--- src/rtl/reg_file_wb_sink.sv ---
// Integer register file x0..x31 fed by the writeback port, with two bypassed
// combinational read ports, a pending-write scoreboard and a decode stall.
module reg_file_wb_sink #(
    parameter int XLEN  = 32,
    parameter int NREGS = 32,
    parameter int CNT_W = 32
) (
    input  logic             clk,
    input  logic             rst,
    input  logic             RegWriteW,
    input  logic [4:0]       RD_W,
    input  logic [XLEN-1:0]  ResultW,
    input  logic [4:0]       rs1_D,
    input  logic [4:0]       rs2_D,
    input  logic             rs1_use_D,
    input  logic             rs2_use_D,
    input  logic             issue_valid,
    input  logic [4:0]       issue_rd,
    input  logic             issue_busy,
    output logic [XLEN-1:0]  RD1_D,
    output logic [XLEN-1:0]  RD2_D,
    output logic             stall_D,
    output logic [NREGS-1:0] busy_vec,
    output logic [CNT_W-1:0] wb_count
);

    logic [XLEN-1:0]  regs [NREGS];
    logic [NREGS-1:0] busy_q;
    logic [NREGS-1:0] busy_n;
    logic [CNT_W-1:0] cnt_q;
    logic             wr_en;
    logic             set_en;
    logic             byp1;
    logic             byp2;
    logic             stall1;
    logic             stall2;

    // issue_valid is a single-cycle strobe raised by decode only while stall_D
    // is low; the block trusts that and does not re-check it.
    assign wr_en  = RegWriteW && (RD_W != 5'd0);
    assign set_en = issue_valid && issue_busy && (issue_rd != 5'd0);
    assign byp1   = RegWriteW && (RD_W == rs1_D);
    assign byp2   = RegWriteW && (RD_W == rs2_D);

    always_ff @(posedge clk or negedge rst) begin
        if (!rst) begin
            for (int i = 0; i < NREGS; i++) begin
                regs[i] <= '0;
            end
        end else if (wr_en) begin
            regs[RD_W] <= ResultW;
        end
    end

    always_ff @(posedge clk or negedge rst) begin
        if (!rst) begin
            cnt_q <= '0;
        end else if (wr_en) begin
            cnt_q <= cnt_q + CNT_W'(1);
        end
    end

    // Set is applied after clear so a newly issued producer stays outstanding.
    always_comb begin
        busy_n = busy_q;
        if (wr_en) begin
            busy_n[RD_W] = 1'b0;
        end
        if (set_en) begin
            busy_n[issue_rd] = 1'b1;
        end
        busy_n[0] = 1'b0;
    end

    always_ff @(posedge clk or negedge rst) begin
        if (!rst) begin
            busy_q <= '0;
        end else begin
            busy_q <= busy_n;
        end
    end

    always_comb begin
        RD1_D = '0;
        RD2_D = '0;
        if (rst) begin
            if (rs1_D != 5'd0) begin
                RD1_D = byp1 ? ResultW : regs[rs1_D];
            end
            if (rs2_D != 5'd0) begin
                RD2_D = byp2 ? ResultW : regs[rs2_D];
            end
        end
    end

    // A writeback landing this cycle releases the stall; the bypass supplies its data.
    assign stall1  = rs1_use_D && (rs1_D != 5'd0) && busy_q[rs1_D] && !byp1;
    assign stall2  = rs2_use_D && (rs2_D != 5'd0) && busy_q[rs2_D] && !byp2;
    assign stall_D = rst && (stall1 || stall2);

    assign busy_vec = busy_q;
    assign wb_count = cnt_q;

endmodule

--- config.mk ---
export PLATFORM = sky130hd
export DESIGN_NAME = reg_file_wb_sink
export DESIGN_NICKNAME = d
export VERILOG_FILES = /design/src/rtl/reg_file_wb_sink.sv
export SDC_FILE = /design/constraint.sdc
export NUM_CORES = 2
export LEC_CHECK = 0
export CELL_PAD_IN_SITES_DETAIL_PLACEMENT = 0
export CELL_PAD_IN_SITES_GLOBAL_PLACEMENT = 2
export CORE_UTILIZATION = 51
export CTS_BUF_LIST = sky130_fd_sc_hd__clkbuf_4
export DETAILED_ROUTE_END_ITERATION = 10
export GPL_TIMING_DRIVEN = 0
export PLACE_DENSITY = 0.95
export REMOVE_ABC_BUFFERS = 1
export SYNTH_ARGS = -nofsm -noshare
export SYNTH_HDL_FRONTEND = slang
export SYNTH_SLANG_ARGS = --single-unit
--- constraint.sdc ---
create_clock -name clk -period 3.7 [get_ports clk]
set_input_delay 0.555 -clock clk [delete_from_list [all_inputs] [get_ports clk]]
set_output_delay 0.555 -clock clk [all_outputs]
set_load 0.005 [all_outputs]
# Yosys cells after proc, flatten, opt, wreduce, memory -nomap -nowiden
# Cells that the tools add are included.
[word_totals] input_bits=59 reg_bits=1087 mem_bits_ro=0 elab_cells=100 latch_bits=0 n_memories=0 ram_bits=0 out_inout_bits=129
[classes] eq_ne=2 n_reduce_logical=22 addsub=1 mux=25 multipliers=0 n_bitwise=6 shift=0 magnitude_cmp=10 n_div=0
[op_table] operator="$bwmux W1024" n=1
[op_table] operator="$mux W32" n=13
[op_table] operator="$bmux W32 S5" n=2
[op_table] operator="$demux W32 S5" n=1
[op_table] operator="$add A32 B1 Y32 const B" n=1
[op_table] operator="$and A32 B32 Y32" n=1
[op_table] operator="$not A32 Y32" n=1
[op_table] operator="$or A32 B32 Y32" n=1
[op_table] operator="$lt A5 B6 Y1 const B" n=4
[op_table] operator="$reduce_bool A5 Y1" n=4
[op_table] operator="$ge A6 B6 Y1 const B" n=3
[op_table] operator="$not A5 Y6" n=3
[op_table] operator="$logic_and A1 B1 Y1" n=15
[op_table] operator="$bmux W1 S5" n=2
[op_table] operator="$demux W1 S5" n=2
[op_table] operator="$eq A5 B5 Y1" n=2
[op_table] operator="$ge A5 B1 Y1 const B" n=2
[op_table] operator="$lt A6 B1 Y1 const B" n=1
[op_table] operator="$mux W1" n=4
[op_table] operator="$logic_not A1 Y1" n=2
[op_table] operator="$logic_or A1 B1 Y1" n=1

# Logic depth before layout (Yosys ltp)
[depth] word_depth=9 depth_mapped=11 ltp_nobuf=6

# Least setup slack after synthesis
# OpenSTA, ideal clock, no wires.
[synth_timing] kind="input-to-output" from="input rs2_D[0]" to="output RD2_D[28]" arrival_time_ps=2326 stages=7 n_path_buf=3 slack_ps=819 path_cell_list="buf_4 > buf_6 > buf_2 > mux4_2 > mux4_2 > o22ai_1 > nor2_1"
[synth_via] elab_chain_len=7
[synth_rtl] element="from (decl)" line_no="14" rtl="input logic [4:0] rs2_D,"
[synth_rtl] element="$not A5 Y6 (not written as such)" line_no="91" rtl="RD2_D = byp2 ? ResultW : regs[rs2_D];"
[synth_rtl] element="$bmux W32 S5" line_no="91"
[synth_rtl] element="$mux W32 (not written as such) (2 in a row)" line_no="91"
[synth_rtl] element="$mux W32" line_no="91"
[synth_rtl] element="$mux W32 (*)" line_no="90" rtl="if (rs2_D != 5'd0) begin"
[synth_rtl] element="$mux W32 (*)" line_no="86" rtl="if (rst) begin"
[synth_rtl] element="to (decl)" line_no="21" rtl="output logic [XLEN-1:0] RD2_D,"
# Every way passes the cells marked *; elsewhere a longest branch is shown, timed or not. The select of a mux whose other input is x is not followed.

# Worst setup path in the final report
[layout_timing] from="input rs2_D[3]" to="output RD2_D[25]"
# Same word-level chain as after synthesis.

==> metrics.md <==
| Metric | Value |
|---|---|
| Status | complete, but fails checks |
| Failing checks | design-rule violations, negative setup slack |
| Netlist Area Pre-Place | 58,900 sq um |
| Worst slew pin tran | 1.38 ns |
| Asr flop ratio synth | 100% |
| CP top delay family | buffers and inverters |
| Cell taking the most area after synthesis | dfrtp_1 |
| First-pass GRT wire length | 284,000 um |
| Die area | 117,000 sq um |
| Die width | 342 um |
| Endpoints failing hold | 0 |
| Post-DRT Antenna Nets | 0 |
| Setup crit end kind | output port |
| TritonCTS clock tree | built |
| Xor/xnor share of the synthesized area | 0.609% |
| H-tree depth | 5 |
| Root Driver | clkbuf_4 |
| Detailed-route wire length per cell | 32.2 um |
| Largest family of logic cells by synthesized area | multiplexers |
| Post-synth EDFFs | 0 |
| Area contributors post-synth | dfrtp_1 (46%), mux2_2 (19%), mux4_2 (19%), mux2i_1 (3.8%), clkbuf_1 (1.3%) |
| Pin count of the biggest net entering global routing | 138 |
| Worst vdd ir | 0.325 mV |
| Synthesized area per cell | 14.6 sq um |
| Power Total | 0.0345 W |
| Beginning of the critical path | rs2_D[3] |
| Synth Flop Type | dfrtp_1 |
| Initial Util | 51.5% |
| CP required | 3.14 ns |
| NumNets Final | 4,336 |
| Pwr Density | 503 nW/um^2 |
| CP max stage delay | 0.44 ns |
| Simple-Gate Fraction of Synth Area | 3.10% |
| WHS | 0.100 ns |
| Mapped Cells | 4,038 |
| # DRC | 76 |
| Vias | 41,028 |
| Slowest CP cell | a211oi_4 |
| Vias per Instance | 6.85 |
| Final period util | 102% |
| RSZ-0062 raised after global routing | yes |
| Share of post-route cells with drive strength above 1 | 52.6% |
| Commonest cells post-synth | dfrtp_1 (1,087), mux2_2 (1,001), mux4_2 (487), mux2i_1 (223), clkbuf_1 (209) |
| GPL Wtd Cong | 0.799 |
| Post-synthesis compound-gate area fraction | 4.59% |
| Setup Skew | 0.0504 ns |
| Worst Path Buf+Inv | 5 |
| Yosys cell types | 67 |
| Synth warnings | 0 |
| Top-area cell type share of the netlist area | 46.2% |
| Final WS setup | -0.0820 ns |
| Hold WC Path Type | in -> async |
| CTS Sinks | 1,087 |
| Iter 0 DRT Violations | 4,375 |
| Worst EP arrival | 3.23 ns |
| Row count | 124 |
| Clock transition at path regs | 0.07 ns |
| FF+latch count, synth | 1,087 |
| Die height | 342 um |
| Routed WL | 193,000 um |
| HPWL Detailed | 103,000 um |
| Area grow syn2layout | 16.5% |
| Crit path kind | in -> out |
| First-pass iteration count of the detailed router | 11 |
| Vias in the first global route | 42,386 |
| Sequential-to-total area share from yosys stat | 46.2% |
| Leakage | 30.2 nW |
| IO buf count | 186 |
| Core Region | 115,000 sq um |
| CP most frequent cell | buf_16 |
| Min Tclk post-route | 3.78 ns |
| Worst-path fanout max | 18 |
| GRT overflow | 0 |
| Initial antenna violation count | 8 |
| Crit start category | input pin |
| Mux cell area share after synthesis | 41.5% |
| Post-synthesis adder-cell area fraction | 0.0212% |
| Reg2reg start | wb_count[10]$_DFFE_PN0P_ |
| Most common cell in the netlist | dfrtp_1 |
| I/O Pins | 188 |
| Total track usage | 33.3% |
| Clock Path Buffers | 4 |
| Total CTS buffers | 303 |
| Setup violations, final | 2 |
| Worst-Skew Late Latency | 1.17 ns |
| Worst path cell trace | buf_8 > buf_16 > xor2_1 > nor4_2 > buf_4 > nand3_4 > buf_16 > nand2_8 > o22ai_2 > a211oi_4 > dlygate4sd2_1 |
| Max-slew violations | 0 |
| Max cap viols | 0 |
| FMAX | 0.264 GHz |
| Rel. slew slack | 8.03% |
==> worst reg2reg max path: stages (launching register included) <==
cell     delay (ns)
dfrtp_1        0.44
and4_1         0.29
nand4_1        0.15
nor2_1         0.21
and2_1         0.34
nand3_1        0.16
xnor2_1        0.20
==> cell usage in the layout, fill, tap and decap left out, types with 23 or more instances in the layout <==
cell and instances:
xnor2_1 27, mux2_2 999, bufbuf_16 23, clkbuf_4 414, a211oi_2 37, buf_16 55, mux4_2 487, buf_12 41
buf_2 23, nor2b_1 41, buf_4 66, clkdlybuf4s50_1 106, nand3_1 25, dfrtp_1 1084, o21ai_0 66, nor2_1 49
a221oi_1 37, mux2i_1 222, clkinv_1 65, nand2_1 79, a21oi_1 35
==> power by group <==
group / switching, W / leakage [nW] / total (W) / internal [W]
logic: 0.00308 / 14.1 / 0.00782 / 0.00474
registers: 0.00166 / 14.0 / 0.0158 / 0.0141
clock network: 0.00520 / 2.18 / 0.0109 / 0.00571
total: 0.00994 / 30.2 / 0.0345 / 0.0246
==> registers in the layout (all words and copies together), names as in the netlist <==
| register | flops |
|---|---|
| wb_count | 32 |
| busy_vec | 31 |
| regs | 1024 |
==> layout make-up <==
class | count | area, sq um
tap | 1512 | 1890
fill | 8700 | 45800
inverter | 5 | 26.3
antenna | 3 | 7.51
timing repair buffer | 380 | 5430
sequential | 1087 | 27200
clock inverter | 88 | 556
multi-input combinational | 2499 | 30400
clock buffer | 414 | 3110
==> layer usage <==
| layer | track usage [%] | wire length [um] | vias to the layer above |
|---|---|---|---|
| li1 | - | - | 16238 |
| met1 | 43.2 | 72200 | 21761 |
| met2 | 52.2 | 90600 | 2396 |
| met3 | 8.94 | 19900 | 621 |
| met4 | 15.7 | 10100 | 12 |
| met5 | 0 | 67 | - |
==> timing repair <==
action | 4_1_cts | 5_1_grt
endpoints found under the setup margin | 65 | 43
buffers inserted | 55 | 20
hold buffers | 22 | 0
pin swaps | 89 | 45
cloned | 25 | 3
gates resized for setup | 300 | 78
hold endpoints to repair | 564 | 0
==> path summary, 6_finish.rpt <==
kind / endpoint / cells after the start / slack (ns)
setup / recovery: RD2_D[25] / 11 / -0.08
hold / removal: regs[349]$_DFFE_PN0P_ / 7 / 0.10
setup reg to reg: wb_count[29]$_DFFE_PN0P_ / 6 / 1.87
hold reg to reg: regs[992]$_DFFE_PN0P_ / 0 / 0.40
max in group asynchronous: regs[62]$_DFFE_PN0P_ / 9 / 1.34
min in group clk: busy_vec[30]$_DFF_PN0_ / 4 / 0.20
==> kinds of logic after synthesis <==
family	after synthesis
adder cells (fa/ha/maj)	1
multiplexers	1711
flip-flops	1087
XOR/XNOR	41
buffers and inverters	453
AO/OA/AOI/OAI	380
AND/OR/NAND/NOR	364
other	1
==> through the flow <==
| stage | utilization (%) | std cells | worst slack, ns | setup TNS, ns | area (sq um) |
|---|---|---|---|---|---|
| floorplan | - | 3590 | 0.575 | 0 | 56600 |
| global placement | 52.7 | 5288 | -61.09 | - | 60400 |
| detailed placement | 54.5 | 5359 | -2.75 | -135.17 | 62300 |
| CTS | 59.6 | 5963 | -0.147 | -1.23 | 68200 |
| global route | 60.0 | 5987 | -0.158 | -0.525 | 68700 |
| finish | 60.0 | 5988 | -0.0820 | -0.159 | 68700 |
No activity file was read; power rests on OpenSTA's default activity.
